File: src/rtl/axi_lite_cmd_master_if.sv
// AXI4-Lite bus bundle used by axi_lite_cmd_master.
//
// Parameters:
//   ADDR_WIDTH  address width of awaddr/araddr
//   DATA_WIDTH  data width of wdata/rdata; wstrb is DATA_WIDTH/8 bits
//
// Channels: aw{addr,valid,ready}, w{data,strb,valid,ready}, b{resp,valid,ready},
//           ar{addr,valid,ready}, r{data,resp,valid,ready}. No prot signals.
// Modports: master (drives addresses, data, valids and b/r readies),
//           slave  (the mirror image).
interface axi_lite_cmd_master_if #(
    parameter int ADDR_WIDTH = 8,
    parameter int DATA_WIDTH = 32
) ();
    logic [ADDR_WIDTH-1:0]   awaddr;
    logic                    awvalid;
    logic                    awready;

    logic [DATA_WIDTH-1:0]   wdata;
    logic [DATA_WIDTH/8-1:0] wstrb;
    logic                    wvalid;
    logic                    wready;

    logic [1:0]              bresp;
    logic                    bvalid;
    logic                    bready;

    logic [ADDR_WIDTH-1:0]   araddr;
    logic                    arvalid;
    logic                    arready;

    logic [DATA_WIDTH-1:0]   rdata;
    logic [1:0]              rresp;
    logic                    rvalid;
    logic                    rready;

    modport master (
        output awaddr, awvalid, input awready,
        output wdata, wstrb, wvalid, input wready,
        input  bresp, bvalid, output bready,
        output araddr, arvalid, input arready,
        input  rdata, rresp, rvalid, output rready
    );

    modport slave (
        input  awaddr, awvalid, output awready,
        input  wdata, wstrb, wvalid, output wready,
        output bresp, bvalid, input bready,
        input  araddr, arvalid, output arready,
        output rdata, rresp, rvalid, input rready
    );
endinterface

File: src/rtl/axi_lite_cmd_master.sv
// Single-outstanding AXI4-Lite master. Accepts one command on a valid/ready
// port, runs it as an AXI-Lite write or read, and returns the result on a
// valid/ready response port. A per-transaction timeout turns a hung slave
// into an error response (resp 2'b10, rsp_timeout 1, rdata 0).
//
// Parameters:
//   ADDR_WIDTH  AXI address width
//   DATA_WIDTH  data width, 32 or 64 only
//   TIMEOUT     max cycles from command accept to AXI completion; 0 disables
//
// Ports:
//   aclk, areset                       clock, async active-high reset
//   cmd_valid/cmd_ready, cmd_write,
//   cmd_addr, cmd_wdata, cmd_wstrb     command port
//   rsp_valid/rsp_ready, rsp_write,
//   rsp_rdata, rsp_resp, rsp_timeout   response port
//   busy                               high whenever not idle
//   m_axi_lite                         AXI4-Lite master bus
module axi_lite_cmd_master #(
    parameter int ADDR_WIDTH = 8,
    parameter int DATA_WIDTH = 32,
    parameter int TIMEOUT    = 255
) (
    input  logic                    aclk,
    input  logic                    areset,
    input  logic                    cmd_valid,
    output logic                    cmd_ready,
    input  logic                    cmd_write,
    input  logic [ADDR_WIDTH-1:0]   cmd_addr,
    input  logic [DATA_WIDTH-1:0]   cmd_wdata,
    input  logic [DATA_WIDTH/8-1:0] cmd_wstrb,
    output logic                    rsp_valid,
    input  logic                    rsp_ready,
    output logic                    rsp_write,
    output logic [DATA_WIDTH-1:0]   rsp_rdata,
    output logic [1:0]              rsp_resp,
    output logic                    rsp_timeout,
    output logic                    busy,
    axi_lite_cmd_master_if.master   m_axi_lite
);

    generate
        if (DATA_WIDTH != 32 && DATA_WIDTH != 64) begin : g_bad_width
            $error("axi_lite_cmd_master: DATA_WIDTH must be 32 or 64");
        end
    endgenerate

    localparam int STRB_WIDTH = DATA_WIDTH / 8;
    localparam int LSB        = $clog2(STRB_WIDTH);
    localparam logic [ADDR_WIDTH-1:0] ALIGN_MASK =
        ~((ADDR_WIDTH'(1) << LSB) - ADDR_WIDTH'(1));

    // The counter can run one step past TIMEOUT-1 when a handshake lands
    // exactly on the last allowed cycle, so leave headroom above TIMEOUT.
    localparam int CNT_WIDTH = $clog2(TIMEOUT + 2) + 1;
    localparam logic [CNT_WIDTH-1:0] CNT_LAST =
        (TIMEOUT == 0) ? '0 : CNT_WIDTH'(TIMEOUT - 1);
    localparam bit TIMEOUT_EN = (TIMEOUT != 0);

    typedef enum logic [2:0] {
        IDLE,
        WR_REQ,
        WR_RESP,
        RD_REQ,
        RD_RESP,
        RSP
    } state_t;

    state_t                  state;
    state_t                  state_next;
    logic                    abort;
    logic                    aw_sent;
    logic                    w_sent;
    logic [CNT_WIDTH-1:0]    cnt;
    logic [ADDR_WIDTH-1:0]   addr_q;
    logic [DATA_WIDTH-1:0]   wdata_q;
    logic [STRB_WIDTH-1:0]   wstrb_q;
    logic                    write_q;
    logic [DATA_WIDTH-1:0]   rdata_q;
    logic [1:0]              resp_q;
    logic                    timeout_q;

    logic aw_hs;
    logic w_hs;
    logic b_hs;
    logic ar_hs;
    logic r_hs;
    logic expire;

    // Every bus and response output is a decode of registered state, so no
    // input ready/valid ever reaches an output combinationally.
    assign m_axi_lite.awaddr  = addr_q;
    assign m_axi_lite.awvalid = (state == WR_REQ) && !aw_sent;
    assign m_axi_lite.wdata   = wdata_q;
    assign m_axi_lite.wstrb   = wstrb_q;
    assign m_axi_lite.wvalid  = (state == WR_REQ) && !w_sent;
    assign m_axi_lite.bready  = (state == WR_RESP);
    assign m_axi_lite.araddr  = addr_q;
    assign m_axi_lite.arvalid = (state == RD_REQ);
    assign m_axi_lite.rready  = (state == RD_RESP);

    assign cmd_ready   = (state == IDLE);
    assign rsp_valid   = (state == RSP);
    assign busy        = (state != IDLE);
    assign rsp_write   = write_q;
    assign rsp_rdata   = rdata_q;
    assign rsp_resp    = resp_q;
    assign rsp_timeout = timeout_q;

    assign aw_hs  = m_axi_lite.awvalid && m_axi_lite.awready;
    assign w_hs   = m_axi_lite.wvalid  && m_axi_lite.wready;
    assign b_hs   = m_axi_lite.bready  && m_axi_lite.bvalid;
    assign ar_hs  = m_axi_lite.arvalid && m_axi_lite.arready;
    assign r_hs   = m_axi_lite.rready  && m_axi_lite.rvalid;
    // ">=" rather than "==" so a wait state entered at TIMEOUT still aborts.
    assign expire = TIMEOUT_EN && (cnt >= CNT_LAST);

    // Next-state decode. A handshake always wins over the timeout in the
    // same cycle, so the last allowed cycle can still complete normally.
    always_comb begin
        state_next = state;
        abort      = 1'b0;
        case (state)
            IDLE: begin
                if (cmd_valid) begin
                    state_next = cmd_write ? WR_REQ : RD_REQ;
                end
            end
            WR_REQ: begin
                if ((aw_sent || aw_hs) && (w_sent || w_hs)) begin
                    state_next = WR_RESP;
                end else if (expire) begin
                    state_next = RSP;
                    abort      = 1'b1;
                end
            end
            WR_RESP: begin
                if (b_hs) begin
                    state_next = RSP;
                end else if (expire) begin
                    state_next = RSP;
                    abort      = 1'b1;
                end
            end
            RD_REQ: begin
                if (ar_hs) begin
                    state_next = RD_RESP;
                end else if (expire) begin
                    state_next = RSP;
                    abort      = 1'b1;
                end
            end
            RD_RESP: begin
                if (r_hs) begin
                    state_next = RSP;
                end else if (expire) begin
                    state_next = RSP;
                    abort      = 1'b1;
                end
            end
            RSP: begin
                if (rsp_ready) begin
                    state_next = IDLE;
                end
            end
            default: state_next = IDLE;
        endcase
    end

    // State register plus command/response capture. Response fields are
    // cleared on accept so a write reports rdata 0, and overwritten with the
    // timeout error if the transaction is aborted.
    always_ff @(posedge aclk or posedge areset) begin
        if (areset) begin
            state     <= IDLE;
            aw_sent   <= 1'b0;
            w_sent    <= 1'b0;
            cnt       <= '0;
            addr_q    <= '0;
            wdata_q   <= '0;
            wstrb_q   <= '0;
            write_q   <= 1'b0;
            rdata_q   <= '0;
            resp_q    <= 2'b00;
            timeout_q <= 1'b0;
        end else begin
            state <= state_next;
            case (state)
                IDLE: begin
                    if (cmd_valid) begin
                        addr_q    <= cmd_addr & ALIGN_MASK;
                        wdata_q   <= cmd_wdata;
                        wstrb_q   <= cmd_wstrb;
                        write_q   <= cmd_write;
                        cnt       <= '0;
                        aw_sent   <= 1'b0;
                        w_sent    <= 1'b0;
                        rdata_q   <= '0;
                        resp_q    <= 2'b00;
                        timeout_q <= 1'b0;
                    end
                end
                WR_REQ: begin
                    cnt <= cnt + CNT_WIDTH'(1);
                    if (aw_hs) aw_sent <= 1'b1;
                    if (w_hs)  w_sent  <= 1'b1;
                end
                WR_RESP: begin
                    cnt <= cnt + CNT_WIDTH'(1);
                    if (b_hs) resp_q <= m_axi_lite.bresp;
                end
                RD_REQ: begin
                    cnt <= cnt + CNT_WIDTH'(1);
                end
                RD_RESP: begin
                    cnt <= cnt + CNT_WIDTH'(1);
                    if (r_hs) begin
                        rdata_q <= m_axi_lite.rdata;
                        resp_q  <= m_axi_lite.rresp;
                    end
                end
                default: ;
            endcase
            if (abort) begin
                resp_q    <= 2'b10;
                timeout_q <= 1'b1;
                rdata_q   <= '0;
            end
        end
    end

endmodule
File: src/flat_wrapper.sv
// flat-port wrapper written by rule: the top's interface ports become plain ports
module axi_lite_cmd_master_flat 
#(
    parameter int ADDR_WIDTH = 8,
    parameter int DATA_WIDTH = 32,
    parameter int TIMEOUT    = 255
)
  (aclk, areset, cmd_valid, cmd_ready, cmd_write, cmd_addr, cmd_wdata, cmd_wstrb, rsp_valid, rsp_ready, rsp_write, rsp_rdata, rsp_resp, rsp_timeout, busy, m_axi_lite_awaddr, m_axi_lite_awvalid, m_axi_lite_awready, m_axi_lite_wdata, m_axi_lite_wstrb, m_axi_lite_wvalid, m_axi_lite_wready, m_axi_lite_bresp, m_axi_lite_bvalid, m_axi_lite_bready, m_axi_lite_araddr, m_axi_lite_arvalid, m_axi_lite_arready, m_axi_lite_rdata, m_axi_lite_rresp, m_axi_lite_rvalid, m_axi_lite_rready);
  axi_lite_cmd_master_if #(.ADDR_WIDTH(ADDR_WIDTH), .DATA_WIDTH(DATA_WIDTH)) m_axi_lite_i ();
  input  logic aclk;
  input  logic areset;
  input  logic cmd_valid;
  output logic cmd_ready;
  input  logic cmd_write;
  input  logic [ADDR_WIDTH-1:0] cmd_addr;
  input  logic [DATA_WIDTH-1:0] cmd_wdata;
  input  logic [DATA_WIDTH/8-1:0] cmd_wstrb;
  output logic rsp_valid;
  input  logic rsp_ready;
  output logic rsp_write;
  output logic [DATA_WIDTH-1:0] rsp_rdata;
  output logic [1:0] rsp_resp;
  output logic rsp_timeout;
  output logic busy;
  output wire logic [$bits(m_axi_lite_i.awaddr)-1:0] m_axi_lite_awaddr;
  output wire logic [$bits(m_axi_lite_i.awvalid)-1:0] m_axi_lite_awvalid;
  input wire logic [$bits(m_axi_lite_i.awready)-1:0] m_axi_lite_awready;
  output wire logic [$bits(m_axi_lite_i.wdata)-1:0] m_axi_lite_wdata;
  output wire logic [$bits(m_axi_lite_i.wstrb)-1:0] m_axi_lite_wstrb;
  output wire logic [$bits(m_axi_lite_i.wvalid)-1:0] m_axi_lite_wvalid;
  input wire logic [$bits(m_axi_lite_i.wready)-1:0] m_axi_lite_wready;
  input wire logic [$bits(m_axi_lite_i.bresp)-1:0] m_axi_lite_bresp;
  input wire logic [$bits(m_axi_lite_i.bvalid)-1:0] m_axi_lite_bvalid;
  output wire logic [$bits(m_axi_lite_i.bready)-1:0] m_axi_lite_bready;
  output wire logic [$bits(m_axi_lite_i.araddr)-1:0] m_axi_lite_araddr;
  output wire logic [$bits(m_axi_lite_i.arvalid)-1:0] m_axi_lite_arvalid;
  input wire logic [$bits(m_axi_lite_i.arready)-1:0] m_axi_lite_arready;
  input wire logic [$bits(m_axi_lite_i.rdata)-1:0] m_axi_lite_rdata;
  input wire logic [$bits(m_axi_lite_i.rresp)-1:0] m_axi_lite_rresp;
  input wire logic [$bits(m_axi_lite_i.rvalid)-1:0] m_axi_lite_rvalid;
  output wire logic [$bits(m_axi_lite_i.rready)-1:0] m_axi_lite_rready;
  assign m_axi_lite_awaddr = m_axi_lite_i.awaddr;
  assign m_axi_lite_awvalid = m_axi_lite_i.awvalid;
  assign m_axi_lite_i.awready = m_axi_lite_awready;
  assign m_axi_lite_wdata = m_axi_lite_i.wdata;
  assign m_axi_lite_wstrb = m_axi_lite_i.wstrb;
  assign m_axi_lite_wvalid = m_axi_lite_i.wvalid;
  assign m_axi_lite_i.wready = m_axi_lite_wready;
  assign m_axi_lite_i.bresp = m_axi_lite_bresp;
  assign m_axi_lite_i.bvalid = m_axi_lite_bvalid;
  assign m_axi_lite_bready = m_axi_lite_i.bready;
  assign m_axi_lite_araddr = m_axi_lite_i.araddr;
  assign m_axi_lite_arvalid = m_axi_lite_i.arvalid;
  assign m_axi_lite_i.arready = m_axi_lite_arready;
  assign m_axi_lite_i.rdata = m_axi_lite_rdata;
  assign m_axi_lite_i.rresp = m_axi_lite_rresp;
  assign m_axi_lite_i.rvalid = m_axi_lite_rvalid;
  assign m_axi_lite_rready = m_axi_lite_i.rready;
  axi_lite_cmd_master #(.ADDR_WIDTH(ADDR_WIDTH), .DATA_WIDTH(DATA_WIDTH), .TIMEOUT(TIMEOUT)) u_core (.aclk(aclk), .areset(areset), .cmd_valid(cmd_valid), .cmd_ready(cmd_ready), .cmd_write(cmd_write), .cmd_addr(cmd_addr), .cmd_wdata(cmd_wdata), .cmd_wstrb(cmd_wstrb), .rsp_valid(rsp_valid), .rsp_ready(rsp_ready), .rsp_write(rsp_write), .rsp_rdata(rsp_rdata), .rsp_resp(rsp_resp), .rsp_timeout(rsp_timeout), .busy(busy), .m_axi_lite(m_axi_lite_i));
endmodule
File: config.mk
export PLATFORM = sky130hd
export DESIGN_NAME = axi_lite_cmd_master_flat
export DESIGN_NICKNAME = d
export VERILOG_FILES = /design/src/rtl/axi_lite_cmd_master_if.sv /design/src/rtl/axi_lite_cmd_master.sv /design/src/flat_wrapper.sv
export SDC_FILE = /design/constraint.sdc
export NUM_CORES = 1
export LEC_CHECK = 0
export CORE_ASPECT_RATIO = 0.75
export CORE_UTILIZATION = 46
export DETAILED_ROUTE_END_ITERATION = 16
export PLACE_DENSITY = 0.85
export SKIP_LAST_GASP = 1
export SYNTH_ARGS = -nofsm -noshare
export SYNTH_HDL_FRONTEND = slang
export SYNTH_SLANG_ARGS = --single-unit
File: constraint.sdc
create_clock -name aclk -period 5.8 [get_ports aclk]
set_clock_uncertainty 0.2 [all_clocks]
set_input_delay 0.58 -clock aclk [delete_from_list [all_inputs] [get_ports aclk]]
set_output_delay 0.58 -clock aclk [all_outputs]
set_load 0.1 [all_outputs]
# After elaboration in Yosys (flattened, before gate mapping)
# Cells that the tools add are included.
# word_totals
latch_bits	0
memories	0
romBits	0
ff_bits	93
mem_bits_rw	0
wordCells	87
inputBits	90
# op_classes
n_mux	33
n_reduce_logical	29
eq_ne	12
n_mul	0
n_div	0
add_sub_neg	1
order_cmp	1
bitwise	0
shift	0
# op_table
op	n
2-to-1 mux 32 bit	3
one-hot mux 32 bit (2 select lines)	1
2-to-1 mux 3 bit	7
one-hot mux 10 bit (2 select lines)	1
one-hot mux 3 bit (6 select lines)	1
adder 10 x 1 -> 10 bit, second input constant	1
greater-or-equal comparator 10 x 8 -> 1 bit, second input constant	1
2-to-1 mux 1 bit	10
2-to-1 mux 10 bit	1
2-to-1 mux 2 bit	5
AND reduction 3 bit	3
logical AND 1 bit	8
AND reduction 2 bit	4
nonzero test 2 bit	4
equality test 3 x 2 -> 1 bit, second input constant	2
equality test 3 bit, second input constant	2
inequality test 2 x 1 -> 1 bit, second input constant	3
inequality test 3 bit, second input constant	2
one-hot mux 2 bit (3 select lines)	1
nonzero test 3 bit	2
one-hot mux 1 bit (2 select lines)	2
one-hot mux 1 bit (4 select lines)	1
AND reduction 4 bit	1
nonzero test 4 bit	1
7 further kinds	9

# Depth between registers and ports, before layout
# logic_depth
ltp_word	9
mapped_depth	8
mapped_depth_nobuf	6

# Least setup slack after synthesis
# OpenSTA, ideal clock, no wires.
# synth_timing
path_kind	flip-flop to flip-flop
from	register u_core.state[2]
to	register u_core.resp_q[1], in the netlist u_core.rsp_resp[1]
setup_ns	0.125
arrival_time_ns	3.450
path_slack_ns	2.025
synth_period_minus_slack_ns	3.775
required_time_ns	5.475
n_path_buf	1
stages_incl_launch_ff	5
cell_sequence	dfrtp_1 -> buf_4 -> nor3b_1 -> a22oi_2 -> a211o_1
# synth_between
word_cells_on_any_way	27
# synth_lines
item	line_no	rtl
start: declaration	axi_lite_cmd_master.sv:69	state_t state;
start signal: assignment	axi_lite_cmd_master.sv:187	state <= state_next;
equality test 3 x 2 -> 1 bit (*)	axi_lite_cmd_master.sv:97	assign m_axi_lite.bready = (state == WR_RESP);
via m_axi_lite_bready	flat_wrapper.sv:34	output wire logic [$bits(m_axi_lite_i.bready)-1:0] m_axi_lite_bready;
logical AND 1 bit	axi_lite_cmd_master.sv:112	assign b_hs = m_axi_lite.bready && m_axi_lite.bvalid;
2-to-1 mux 1 bit	axi_lite_cmd_master.sv:138	if (b_hs) begin
one-hot mux 1 bit (4 select lines)	axi_lite_cmd_master.sv:123	case (state)
inequality test 3 bit (no source line) (tied with other cells)	n/a	
AND reduction 4 bit (no source line)	n/a	
end signal: assignment	axi_lite_cmd_master.sv:210	if (b_hs) resp_q <= m_axi_lite.bresp;
end signal: assignment	axi_lite_cmd_master.sv:219	resp_q <= m_axi_lite.rresp;
end: declaration	axi_lite_cmd_master.sv:80	logic [1:0] resp_q;
# The timed path passes the listed nets; every way through them passes the cells marked *.
# A chain may end at the register's enable or synchronous reset.

# Worst setup path after layout
# layout_timing
from	register u_core.state[0]
to	output port cmd_ready
# layout_between
elab_chain_len	1
# layout_rtl
item	line_no	rtl
logical NOT 3 bit	axi_lite_cmd_master.sv:102	assign cmd_ready = (state == IDLE);
end: declaration	flat_wrapper.sv:13	output logic cmd_ready;
# No other way between the ends.

==> results.toml <==
[clock_network]
cts_inserted_buffers = 9
cts-root-buf = "clkbuf_16"
cts_setup_buffers = 0
cts_tree = "done"
htree_levels = 3
holdBufCountCts = 0
cts_buffer_depth = 2
path_clk_slew_ns = 0.07
cts.repair.resized = 0
cts_sinks = 93
clkLatencyLatePin_ns = 0.33

[global_routing]
grt_antenna_before_repair = 0
grt_first_pass_wirelength_mm = 18.3
grt_max_degree = 49
grt_overflow = 0
grt_pass1_vias = 3861
track_usage = 0.232

[cells_and_area]
n_antenna_cell = 0
fin_nets = 721
drive_gt1_frac = 0.109
fin_util = 0.696
stdcell_count = 762
final_area_um2 = 6420
area_growth_pct = 44.1

[timing]
hold_violations = 0
slew_viol_final = 0
period_minus_slack_ns = 3.82
clock.fmax_mhz = 262
min_period_over_period = 0.658
fin_tns_setup_ns = 0
rsz0062_at_grt = "no"
tightest_slew_ns = 1.10
relSlewSlack = 0.265
setup_viol = 0

[setup_path]
cp.arrival_ns = 3.04
critPathLaunchType = "flip-flop"
path_delay_family = "buffers and inverters"
critPathCaptureType = "output pin"
critPathKind = "reg -> out"
path_max_fanout = 19
crit_chain = "or3_1 > clkinv_4 > clkdlybuf4s50_1"
cp_num_buf_inv = 2
reg2reg_to = "u_core.rsp_rdata[23]"
required_ns = 5.02
slowest_delay_ns = 1.15
cp_slowest_cell = "clkdlybuf4s50_1"
ff2ff_setup_slack_ns = 3.04
reg2reg_from = "u_core.state[0]"
reg2reg_depth = 5

[detailed_routing]
vias = 3900
drcViolationCount = 0
ant_nets = 0
vias_per_cell = 5.12
routed_wl_mm = 11.3
wl_per_cell_um = 14.8
drtPass1Iterations = 4
drt-initial-drc-count = 284

[logic_synthesis]
synth_top_area_share = 0.522
syn_inst = 471
ys.flop_type = "dfrtp_1"
yosys-top-cells-area = "dfrtp_1 52%, nand2_1 16%, a21oi_2 3.9%"
synth_edf_count = 0
synth_largest_area_cell = "dfrtp_1"
syn_area_um2 = 4460
ys_types = 59
synth_seq_area_share = 0.522
yosysWarnings = 0
yosys_register_bits = 93
avgSynthCellArea_um2 = 9.46
ys_async_sr_fraction = 1.00

[job]
cap_violations = 0

[placed_design]
gp_congestion = 0.793
dp_cells = 746
hpwl_mm = 8.00
dpl_cell_area_um2 = 6150
portBuffers = 179

[worst_hold_path]
min_delay_worst_endpoint = "u_core.m_axi_lite.wdata[29]"
min_path_cells = 2
hp-class = "reg -> reg"
min_from = "u_core.m_axi_lite.wdata[29]"

[floorplanning]
dieWidth_um = 116
fp.dieH_um = 87.2
core_um2 = 9230
design.portCount = 186
die-area_um2 = 10100
row_count = 30
initial_core_util = 0.483

[run_status]
status = "completed"
kinds of logic after synthesis:
group                    count (synthesis)  share of synthesized area
flip-flops                              93                      0.522
buffers and inverters                   45                     0.0747
AO/OA/AOI/OAI                           72                      0.129
AND/OR/NAND/NOR                        256                      0.263
adder cells (fa/ha/maj)                  2                    0.00561
multiplexers                             2                    0.00477
other                                    1                   0.000841
state kept, by name, indices dropped and copies added, names as in the netlist:
signal / cells
u_core.cnt: 10
u_core.rsp_resp: 2
u_core.m_axi_lite.wstrb: 4
u_core.w_sent: 1
u_core.state: 3
u_core.m_axi_lite.araddr: 6
u_core.aw_sent: 1
u_core.rsp_write: 1
u_core.rsp_rdata: 32
u_core.m_axi_lite.wdata: 32
u_core.rsp_timeout: 1
worst max-delay path by stage:
stage                            to  cells past startpoint              start  slack (ns)
3_3_place_gp              cmd_ready                      3    u_core.state[0]        2.34
2_1_floorplan    u_core.rsp_resp[1]                      4    u_core.state[2]        2.03
5_1_grt                   cmd_ready                      3    u_core.state[0]        1.89
4_1_cts                   cmd_ready                      3    u_core.state[0]        1.97
6_report                  cmd_ready                      3    u_core.state[0]        1.98
3_5_place_dp   u_core.rsp_rdata[26]                      6  m_axi_lite_rvalid        2.26
synthesized netlist by cell type, types with 3 or more instances:
| cell | count |
|---|---|
| nand4_1 | 22 |
| a21oi_2 | 20 |
| a21oi_1 | 6 |
| o21ai_0 | 10 |
| nand2_1 | 186 |
| inv_1 | 5 |
| dfrtp_1 | 93 |
| buf_4 | 12 |
| clkbuf_1 | 9 |
| nor2_1 | 15 |
| buf_2 | 4 |
| nor3_2 | 3 |
| nand3_1 | 4 |
| and2_1 | 3 |
| o21ai_2 | 10 |
| buf_6 | 13 |
worst reg2reg max path, stage by stage (launching register included):
cell,delay [ns]
dfrtp_1,0.75
nor3b_2,0.39
nand2_1,0.14
a21boi_4,0.57
buf_4,0.43
o21ai_0,0.15
metal layers:
layer / global-route usage / share of wire / wire length [um] / up-vias
li1: - / - / - / 1872
met1: 0.285 / 0.43 / 4820 / 1878
met2: 0.414 / 0.50 / 5630 / 136
met3: 0.0424 / 0.058 / 651 / 14
met4: 0.0723 / 0.014 / 156 / 0
met5: 0 / 0 / 0 / -
cell usage in the layout, fill, tap and decap left out, types with 3 or more instances in the layout:
cell type          n
nand2_1          186
nor2_1            15
o21ai_2           10
clkdlybuf4s50_1  179
dfrtp_1           93
nand4_1           22
conb_1             4
and2_1             3
buf_4              4
o21ai_0           10
a21oi_2           20
clkbuf_16          9
clkinv_4           4
a21oi_1            6
inv_1              4
nor3_2             3
nand3_1            4
per-stage QoR:
step	worst slack (ns)	hold slack (ns)
global route	1.89	0.286
CTS	1.97	0.277
detailed placement	2.26	0.261
finish	1.98	0.273
floorplan	2.03	0.285
global placement	2.34	0.257
area by class of cell:
cell class | instances | area (um2)
repair buffers | 183 | 1820
fillers | 728 | 2810
inverters | 6 | 28.8
clock inverters | 6 | 47.5
well taps | 128 | 160
clock buffers | 10 | 229
flip-flops and latches | 93 | 2330
multi-input cells | 336 | 1810
Power is not shown: default switching activity piles up to over one toggle a cycle in this logic, so the estimate is an artifact.
